==> config.mk <==
export PLATFORM = sky130hd
export DESIGN_NAME = controle_ldst
export DESIGN_NICKNAME = d
export VERILOG_FILES = /design/src/rtl/controle_ldst.sv
export SDC_FILE = /design/constraint.sdc
export NUM_CORES = 1
export LEC_CHECK = 0
export BUFFER_PORTS_ARGS = -buffer_cell sky130_fd_sc_hd__buf_2
export CORE_MARGIN = 3
export CORE_UTILIZATION = 45
export CTS_BUF_LIST = sky130_fd_sc_hd__clkbuf_4
export DETAILED_ROUTE_END_ITERATION = 8
export GPL_TIMING_DRIVEN = 0
export PLACE_DENSITY = 0.77
export SLEW_MARGIN = 25
export SYNTH_ARGS = -nofsm -noshare
export SYNTH_HDL_FRONTEND = slang
export SYNTH_SLANG_ARGS = --single-unit
export TNS_END_PERCENT = 30
==> constraint.sdc <==
create_clock -name clk -period 1.7 [get_ports clk]
set_clock_uncertainty 0.15 [all_clocks]
set_input_delay 0 -clock clk [delete_from_list [all_inputs] [get_ports clk]]
set_output_delay 0 -clock clk [all_outputs]
set_load 0.01 [all_outputs]
==> src/rtl/controle_ldst.sv <==
// controle_ldst: load/store sequencer for the register-file/memory datapath.
// Latches one LOAD or STORE command, forms the memory address through the
// external somador, then steps the registrador and memoria enables.
// The 64-bit data buses are wired block to block and never pass through here.
module controle_ldst (
   input  logic       clk,
   input  logic       rst,
   input  logic       start,
   input  logic       op,
   input  logic [4:0] base,
   input  logic [4:0] offset,
   input  logic       sub,
   input  logic [4:0] rd,
   output logic       busy,
   output logic       done,
   output logic       err,
   output logic [4:0] add_a,
   output logic [4:0] add_b,
   output logic       add_sinal,
   input  logic [5:0] add_res,
   output logic       reg_we,
   output logic [4:0] reg_rw,
   output logic [4:0] reg_ra,
   output logic       mem_we,
   output logic [5:0] mem_ads
);

   typedef enum logic [2:0] {
      S_IDLE,
      S_ADDR,
      S_MRD,
      S_WB,
      S_MWR,
      S_DONE
   } state_t;

   state_t     state_q;
   logic       op_q;
   logic       sub_q;
   logic [4:0] base_q;
   logic [4:0] offset_q;
   logic [4:0] rd_q;
   logic [5:0] addr_q;
   logic       busy_q;
   logic       done_q;
   logic       err_q;
   logic       reg_we_q;
   logic       mem_we_q;
   logic       addr_neg_d;

   // A subtraction that would go below zero is an address error.
   always_comb begin
      addr_neg_d = sub_q && (base_q < offset_q);
   end

   // Sequencer: state, command latch, address register and registered outputs.
   // Write enables are asserted on entry to WB/MWR, so they follow the state
   // exactly and the async reset clears them without waiting for an edge.
   always_ff @(posedge clk or posedge rst) begin
      if (rst) begin
         state_q  <= S_IDLE;
         op_q     <= 1'b0;
         sub_q    <= 1'b0;
         base_q   <= '0;
         offset_q <= '0;
         rd_q     <= '0;
         addr_q   <= '0;
         busy_q   <= 1'b0;
         done_q   <= 1'b0;
         err_q    <= 1'b0;
         reg_we_q <= 1'b0;
         mem_we_q <= 1'b0;
      end else begin
         done_q   <= 1'b0;
         reg_we_q <= 1'b0;
         mem_we_q <= 1'b0;
         case (state_q)
            S_IDLE: begin
               if (start) begin
                  op_q     <= op;
                  sub_q    <= sub;
                  base_q   <= base;
                  offset_q <= offset;
                  rd_q     <= rd;
                  err_q    <= 1'b0;
                  busy_q   <= 1'b1;
                  state_q  <= S_ADDR;
               end
            end
            S_ADDR: begin
               if (addr_neg_d) begin
                  // The wrapped difference is never captured, so mem_ads
                  // never shows a negative (>= 32 from a subtraction) address.
                  err_q   <= 1'b1;
                  done_q  <= 1'b1;
                  state_q <= S_DONE;
               end else begin
                  addr_q <= add_res;
                  if (op_q) begin
                     mem_we_q <= 1'b1;
                     state_q  <= S_MWR;
                  end else begin
                     state_q <= S_MRD;
                  end
               end
            end
            S_MRD: begin
               // Memory read data appears on dout during WB.
               reg_we_q <= 1'b1;
               state_q  <= S_WB;
            end
            S_WB: begin
               done_q  <= 1'b1;
               state_q <= S_DONE;
            end
            S_MWR: begin
               done_q  <= 1'b1;
               state_q <= S_DONE;
            end
            S_DONE: begin
               busy_q  <= 1'b0;
               state_q <= S_IDLE;
            end
            default: begin
               busy_q  <= 1'b0;
               state_q <= S_IDLE;
            end
         endcase
      end
   end

   assign busy      = busy_q;
   assign done      = done_q;
   assign err       = err_q;
   assign add_a     = base_q;
   assign add_b     = offset_q;
   assign add_sinal = sub_q;
   assign reg_we    = reg_we_q;
   assign reg_rw    = rd_q;
   assign reg_ra    = rd_q;
   assign mem_we    = mem_we_q;
   assign mem_ads   = addr_q;

endmodule

Word-level counts from Yosys, hierarchy flattened

Index checks and enable logic that the tools add are counted.

Output and inout bits: 32
Register bits after elaboration: 31
Logic and storage cells: 45
Input port bits: 26

Bitwise gates (word level): 2
$lt $le $gt $ge: 1
Muxes and demuxes: 15
Equality and inequality tests: 6
Reductions and logical operators: 9

Operator list:

| kind                                                | count |
|---|---|
| case mux 3 bit (4 select lines)                     | 1 |
| 2-to-1 mux 3 bit                                    | 3 |
| 2-to-1 mux 1 bit                                    | 8 |
| equality test 3 x 2 -> 1 bit, second input constant | 2 |
| case mux 1 bit (2 select lines)                     | 3 |
| AND reduction 2 bit                                 | 3 |
| < comparator 5 bit                                  | 1 |
| != test 2 bit, second input constant                | 2 |
| OR reduction 4 bit                                  | 1 |
| equality test 3 x 1 -> 1 bit, second input constant | 1 |
| equality test 3 bit, second input constant          | 1 |
| zero test 3 bit                                     | 1 |
| AND reduction 3 bit                                 | 1 |
| inverter 1 bit                                      | 2 |
| nonzero test 2 bit                                  | 1 |
| OR reduction 2 bit                                  | 1 |
| logical AND 1 bit                                   | 1 |

Logic depth before layout (Yosys ltp)

Gate-level depths: netlist of run 1.

Depth after elaboration: 4
Depth in mapped cells: 7
Depth with buffers taken out: 6

Least setup slack after synthesis of run 1

No wires, ideal clock.

Kind: register to register
Start: register base_q[2] (netlist: add_a[2])
End: register addr_q[5] (netlist: mem_ads[5])
Library setup time: 0.120 ns
Setup slack: -0.271 ns
Clock period less this slack: 1.971 ns
Cell stages (with the launch flop): 6
Required time: 1.430 ns
Path buffers: 0
Data arrival time: 1.700 ns
Cells stage by stage: dfrtp_1 ha_1 a21o_1 a31oi_2 o211ai_2 a31o_2

Word-level cells in the longest chain between the ends: 4

RTL lines:

| element                              | line | text |
|---|---|---|
| start, declared                      | 40   | `logic [4:0] base_q;` |
| start signal, assigned               | 82   | `base_q <= base;` |
| < comparator 5 bit                   | 53   | `addr_neg_d = sub_q && (base_q < offset_q);` |
| logical AND 1 bit                    | 53   |  |
| inverter 1 bit (no source line)      | n/a  |  |
| AND reduction 2 bit (no source line) | n/a  |  |
| end signal, assigned                 | 98   | `addr_q <= add_res;` |
| end, declared                        | 43   | `logic [5:0] addr_q;` |

No other way between the ends.
A chain may end at the register's enable or synchronous reset.

Final worst setup path of run 1

Start: register base_q[2] (netlist: add_a[2])
End: register addr_q[2] (netlist: mem_ads[2])

The elaborated chain is that of the path after synthesis.

==> impl_metrics.json, run 1 <==
{
  "grt_max_degree": 32,
  "maxSlewViolCount": 0,
  "detail-route-antenna-nets": 0,
  "m1WireLength_um": 1680,
  "synth_nets": 162,
  "synth_top_area_frac": 0.516,
  "cts_tree": "done",
  "crit_arrival_ns": 1.93,
  "crit_path_start_kind": "flip-flop",
  "rsz0062_at_grt": "yes",
  "ys_seq_area_frac": 0.516,
  "ctsHtreeMaxLevel": 2,
  "drc": 0,
  "relSlewSlack": 0.432,
  "path_class": "flip-flop to flip-flop",
  "antenna_cells": 0,
  "power.switching_mw": 2.02,
  "synthArstFlopShare": 1.00,
  "portBuffers": 57,
  "clk_pin_slew_ns": 0.10,
  "synth_cell_types": 33,
  "wire_per_inst_um": 14.9,
  "grt_pass1_vias": 1408,
  "dp_slack_ns": -0.218,
  "highest_layer": "met4",
  "clockPowerShare": 0.092,
  "io_pins": 58,
  "grt_antenna_before_repair": 0,
  "fp.dieH_um": 63.8,
  "overflow": 0,
  "ir_drop_uv": 1020,
  "setup_viol": 12,
  "gp_congestion": 0.814,
  "violations": "negative setup slack",
  "die_area_um2": 4070,
  "clock.fmax_mhz": 540,
  "tns_ns": -1.10,
  "place_inst": 233,
  "hold_class": "primary input to asynchronous set/reset pin",
  "placed_area_um2": 1910,
  "clockBufferDepth": 2,
  "netlist_area_um2": 1500,
  "area_growth_pct": 53.9,
  "total_power_mw": 4.80,
  "vias_per_cell": 5.22,
  "internal-power_mw": 2.78,
  "clkLatencyLatePin_ns": 0.33,
  "initial_utilization": 0.480,
  "setup_ws_ns": -0.153,
  "yosys_warnings": 0,
  "final_cells": 273,
  "synthCells": 132,
  "netSwitchingFraction": 0.421,
  "worst_pin_slew_ns": 0.845,
  "grt.total_usage": 0.210,
  "p_per_area_nw_per_um2": 2070,
  "wl_um": 4060,
  "final_hold_viol_count": 0,
  "cts-root-buf": "clkbuf_4",
  "drv_cap": 0,
  "worstPathRequired_ns": 1.78,
  "first_iter_violations": 68,
  "grt_pass1_wl_um": 6600,
  "leakage_nw": 1.13,
  "layout_common_cells": "57 x buf_2, 29 x dfrtp_1, 25 x dlygate4sd3_1",
  "yosys-top-cells-area": "dfrtp_1 52%, mux2_2 9.0%, and4_1 3.5%, ha_1 3.3%, o21ai_0 3.0%",
  "route.met3.wl_um": 264,
  "cp_max_fo": 6,
  "synth_seq_cells": 31,
  "hold_ws_ns": 0.144,
  "cts_buffers": 5,
  "outcome": "finished, violations left",
  "num_vias": 1426,
  "pwr-share-comb": 0.612,
  "synth_area_leader_cell": "dfrtp_1",
  "endpoint_kind": "flip-flop",
  "fp-row-count": 20,
  "synth-edff-count": 0,
  "firstDrtPassIters": 4,
  "core_area_um2": 3130,
  "period_needed_ns": 1.85,
  "synthFlopType": "dfrtp_1",
  "reg2reg_slack_ns": -0.15,
  "cts_sinks": 31,
  "layout_commonest_cell": "buf_2",
  "drive_gt1_frac": 0.498,
  "postLayoutCoreUtil": 0.739,
  "synth.avg_cell_area_um2": 11.4,
  "wl_met2_um": 2070,
  "hpwl_um": 2550,
  "nNetsFinal": 258,
  "period_share": 1.09,
  "final_area_um2": 2310,
  "chipWidth_um": 63.8,
  "seq_power_share": 0.296
}
[worst max-delay path: stages (launching register included)]
cell	delay, ns
dfrtp_1	0.42
ha_4	0.26
a21o_1	0.21
a31oi_4	0.30
o211ai_2	0.18
a31o_1	0.24
[area by class of cell]
type | count | area (um^2)
Fill cell | 220 | 816
Sequential cell | 31 | 778
Multi-Input combinational cell | 82 | 717
Timing Repair Buffer | 88 | 584
Buffer | 10 | 82.6
Tap cell | 44 | 55.1
Clock buffer | 7 | 52.6
Inverter | 10 | 37.5
Clock inverter | 1 | 5.00
[logic make-up (layout without fill, tap and decap cells)]
kind of cell	after synthesis	count (layout)	share of synthesized area
multiplexers	12	12	0.0899
flip-flops	31	31	0.516
AND/OR/NAND/NOR	34	34	0.138
adder cells (fa/ha/maj)	4	4	0.0333
buffers and inverters	21	116	0.0708
AO/OA/AOI/OAI	30	32	0.152
[power by group through the flow]
stage	clock (mW)	combinational, mW	sequential, mW
global route	0.498	3.17	1.47
detailed placement	0	2.49	1.41
CTS	0.459	2.69	1.39
global placement	0	2.41	1.37
finish	0.442	2.94	1.42
floorplan	0	1.65	1.51
[registers in the layout, summed over array words and instances (netlist names)]
signal and count:
add_a 5, add_b 5, add_sinal 1, busy 1, done 1, err 1
mem_ads 6, mem_we 1, op_q 1, reg_ra 5, reg_we 1, state_q 3
[path summary, 6_finish.rpt]
kind / from / to / cells past startpoint
max in group asynchronous: rst / state_q[2] / 3
min in group clk: offset[3] / add_b[3] / 4
max reg2reg: add_a[2] / mem_ads[2] / 5
min: rst / mem_ads[0] / 3
min reg2reg: state_q[0] / reg_we / 1
max: add_a[2] / mem_ads[2] / 5
[timing repair]
action | 4_1_cts | 5_1_grt
endpoints found under the setup margin | 26 | 26
gates cloned | 2 | 1
endpoints found under the hold margin | 56 | 0
gates resized for setup | 4 | 11
buffers inserted | 2 | 3
hold buffers | 25 | 0
pin swaps | 6 | 0
[per-layer routing]
metal | global-route usage | up-vias
li1 | - | 679
met1 | 0.250 | 683
met2 | 0.355 | 57
met3 | 0.0685 | 7
met4 | 0.0701 | 0
met5 | 0 | -
[synth_stat cells, types with 2 or more instances]
master / number
clkbuf_1: 4
a221o_1: 4
and3_1: 7
nor3_1: 2
mux2_2: 12
and4_1: 6
nand2b_1: 2
a21oi_1: 3
a31o_2: 2
o21ai_0: 9
ha_1: 4
buf_4: 5
nor2_1: 2
dfrtp_1: 31
inv_1: 10
nand2_1: 8
a31o_1: 4
nor2b_1: 2
Power figures use the tool's default switching activity.
==> run 2, diff against run 1 <==
==> constraint.sdc (replaced) <==
create_clock -name clk -period 1.7 [get_ports clk]
set_clock_uncertainty 0.15 [all_clocks]
set_input_delay 0 -clock clk [delete_from_list [all_inputs] [get_ports clk]]
set_output_delay 0 -clock clk [all_outputs]
set_load 0.005 [all_outputs]
==> impl_metrics.json, run 2 (synthesized netlist as in run 1, its figures left out) <==
{
  "outcome": "finished, violations left",
  "violations": "negative setup slack",
  "portBuffers": 57,
  "wl_um": 4120,
  "maxSlewViolCount": 0,
  "worstReg2RegStart": "state_q[2]",
  "setup_ws_ns": -0.185,
  "path_class": "flip-flop to flip-flop",
  "worst_pin_slew_ns": 0.911,
  "io_pins": 58,
  "relSlewSlack": 0.388,
  "ir_drop_uv": 1140,
  "seq_power_share": 0.292,
  "worstPathRequired_ns": 1.78,
  "worst-path-stages": 4,
  "critical-path-top-delay-family": "compound AO/OA/AOI/OAI gates",
  "p_per_area_nw_per_um2": 2050,
  "drv_cap": 0,
  "clk_pin_slew_ns": 0.10,
  "postLayoutCoreUtil": 0.757,
  "cts_buffers": 5,
  "area_growth_pct": 57.5,
  "crit_path_start_kind": "flip-flop",
  "netSwitchingFraction": 0.394,
  "grt_pass1_vias": 1477,
  "hold_class": "primary input to asynchronous set/reset pin",
  "cts-root-buf": "clkbuf_4",
  "layout_common_cells": "57 x buf_2, 31 x dfrtp_1, 25 x dlygate4sd3_1",
  "fp.dieH_um": 63.8,
  "total_power_mw": 4.85,
  "grt_antenna_before_repair": 0,
  "num_vias": 1444,
  "chipWidth_um": 63.8,
  "power.switching_mw": 1.91,
  "final_cells": 276,
  "leakage_nw": 1.17,
  "hold_ws_ns": 0.145,
  "crit_arrival_ns": 1.97,
  "largest_reg_flops": 6,
  "gp_congestion": 0.827,
  "die_area_um2": 4070,
  "detail-route-antenna-nets": 0,
  "firstDrtPassIters": 4,
  "core_area_um2": 3130,
  "critical-path-slowest-cell": "dfrtp_1",
  "setup_viol": 21,
  "final_hold_viol_count": 0,
  "antenna_cells": 0,
  "clockPowerShare": 0.081,
  "grt.total_usage": 0.203,
  "drive_gt1_frac": 0.504,
  "overflow": 0,
  "nNetsFinal": 262,
  "clkLatencyLatePin_ns": 0.33,
  "crit_buf_inv": 1,
  "clockBufferDepth": 2,
  "rsz0062_at_grt": "yes",
  "endpoint_kind": "flip-flop",
  "period_share": 1.11,
  "pwr-share-comb": 0.627,
  "hpwl_um": 2510,
  "cts_sinks": 31,
  "initial_utilization": 0.480,
  "tns_ns": -2.11,
  "grt_pass1_wl_um": 6440,
  "startpoint": "state_q[2]",
  "grt_max_degree": 32,
  "fp-row-count": 20,
  "layout_commonest_cell": "buf_2",
  "vias_per_cell": 5.23,
  "critPathMaxStageDelay_ns": 0.49,
  "cts_tree": "done",
  "path_cells": "or3b_1 -> buf_6 -> a221o_1 -> a31o_1",
  "clock.fmax_mhz": 530,
  "ctsHtreeMaxLevel": 2,
  "ff2ff_path_depth": 4,
  "period_needed_ns": 1.89,
  "place_inst": 233,
  "drc": 0,
  "cp_max_fo": 10,
  "internal-power_mw": 2.94,
  "wire_per_inst_um": 14.9,
  "reg2reg_slack_ns": -0.19,
  "first_iter_violations": 93
}
[run 2: changes by cell type in the layout (fill, tap and decap cells not counted), moves of 2 or more]
cell / before / now
buf_6: 2 / 6
buf_4: 11 / 13
clkbuf_4: 8 / 6
dfrtp_1: 29 / 31
dfrtp_2: 2 / 0
[run 2: final timing paths]
kind                              end
setup / recovery           mem_ads[1]
hold / removal             mem_ads[5]
setup reg to reg           mem_ads[1]
hold reg to reg             reg_ra[4]
max in group asynchronous    add_a[0]
min in group clk             add_b[4]
[run 2: layout make-up]
| class | instances | area (um^2) |
|---|---|---|
| Buffer | 10 | 83.8 |
| Clock buffer | 5 | 37.5 |
| Clock inverter | 2 | 8.76 |
| Fill cell | 218 | 761 |
| Inverter | 10 | 37.5 |
| Multi-Input combinational cell | 80 | 724 |
| Sequential cell | 31 | 776 |
| Tap cell | 44 | 55.1 |
| Timing Repair Buffer | 94 | 644 |
[run 2: worst min-delay path: cells and delay by family]
family | cells | cell delay [ns]
buffers and inverters | 3 | 1.12
[run 2: power groups by stage]
stage / combinational [mW] / sequential, mW / clock, mW
global route: 3.31 / 1.47 / 0.440
detailed placement: 2.34 / 1.40 / 0
global placement: 2.26 / 1.37 / 0
floorplan: 1.63 / 1.39 / 0
finish: 3.04 / 1.42 / 0.395
CTS: 2.53 / 1.38 / 0.402
[run 2: routing by layer]
layer / track usage / wire (um)
met5: 0 / 0
met4: 0.0755 / 53
met3: 0.0562 / 277
met2: 0.359 / 2050
met1: 0.230 / 1730
[run 2: what timing repair did]
item / 4_1_cts / 5_1_grt
hold buffers: 25 / 0
pin swaps: 2 / 12
setup endpoints to repair: 26 / 26
hold endpoints to repair: 56 / 0
setup buffers: 4 / 8
resized for setup: 4 / 20
[run 2: metrics by stage]
stage / setup slack, ns / cell area (um^2)
finish: -0.185 / 2370
global route: -0.239 / 2370
CTS: -0.155 / 2240
detailed placement: -0.181 / 1910
global placement: -0.157 / 1910
floorplan: -0.0866 / 1570
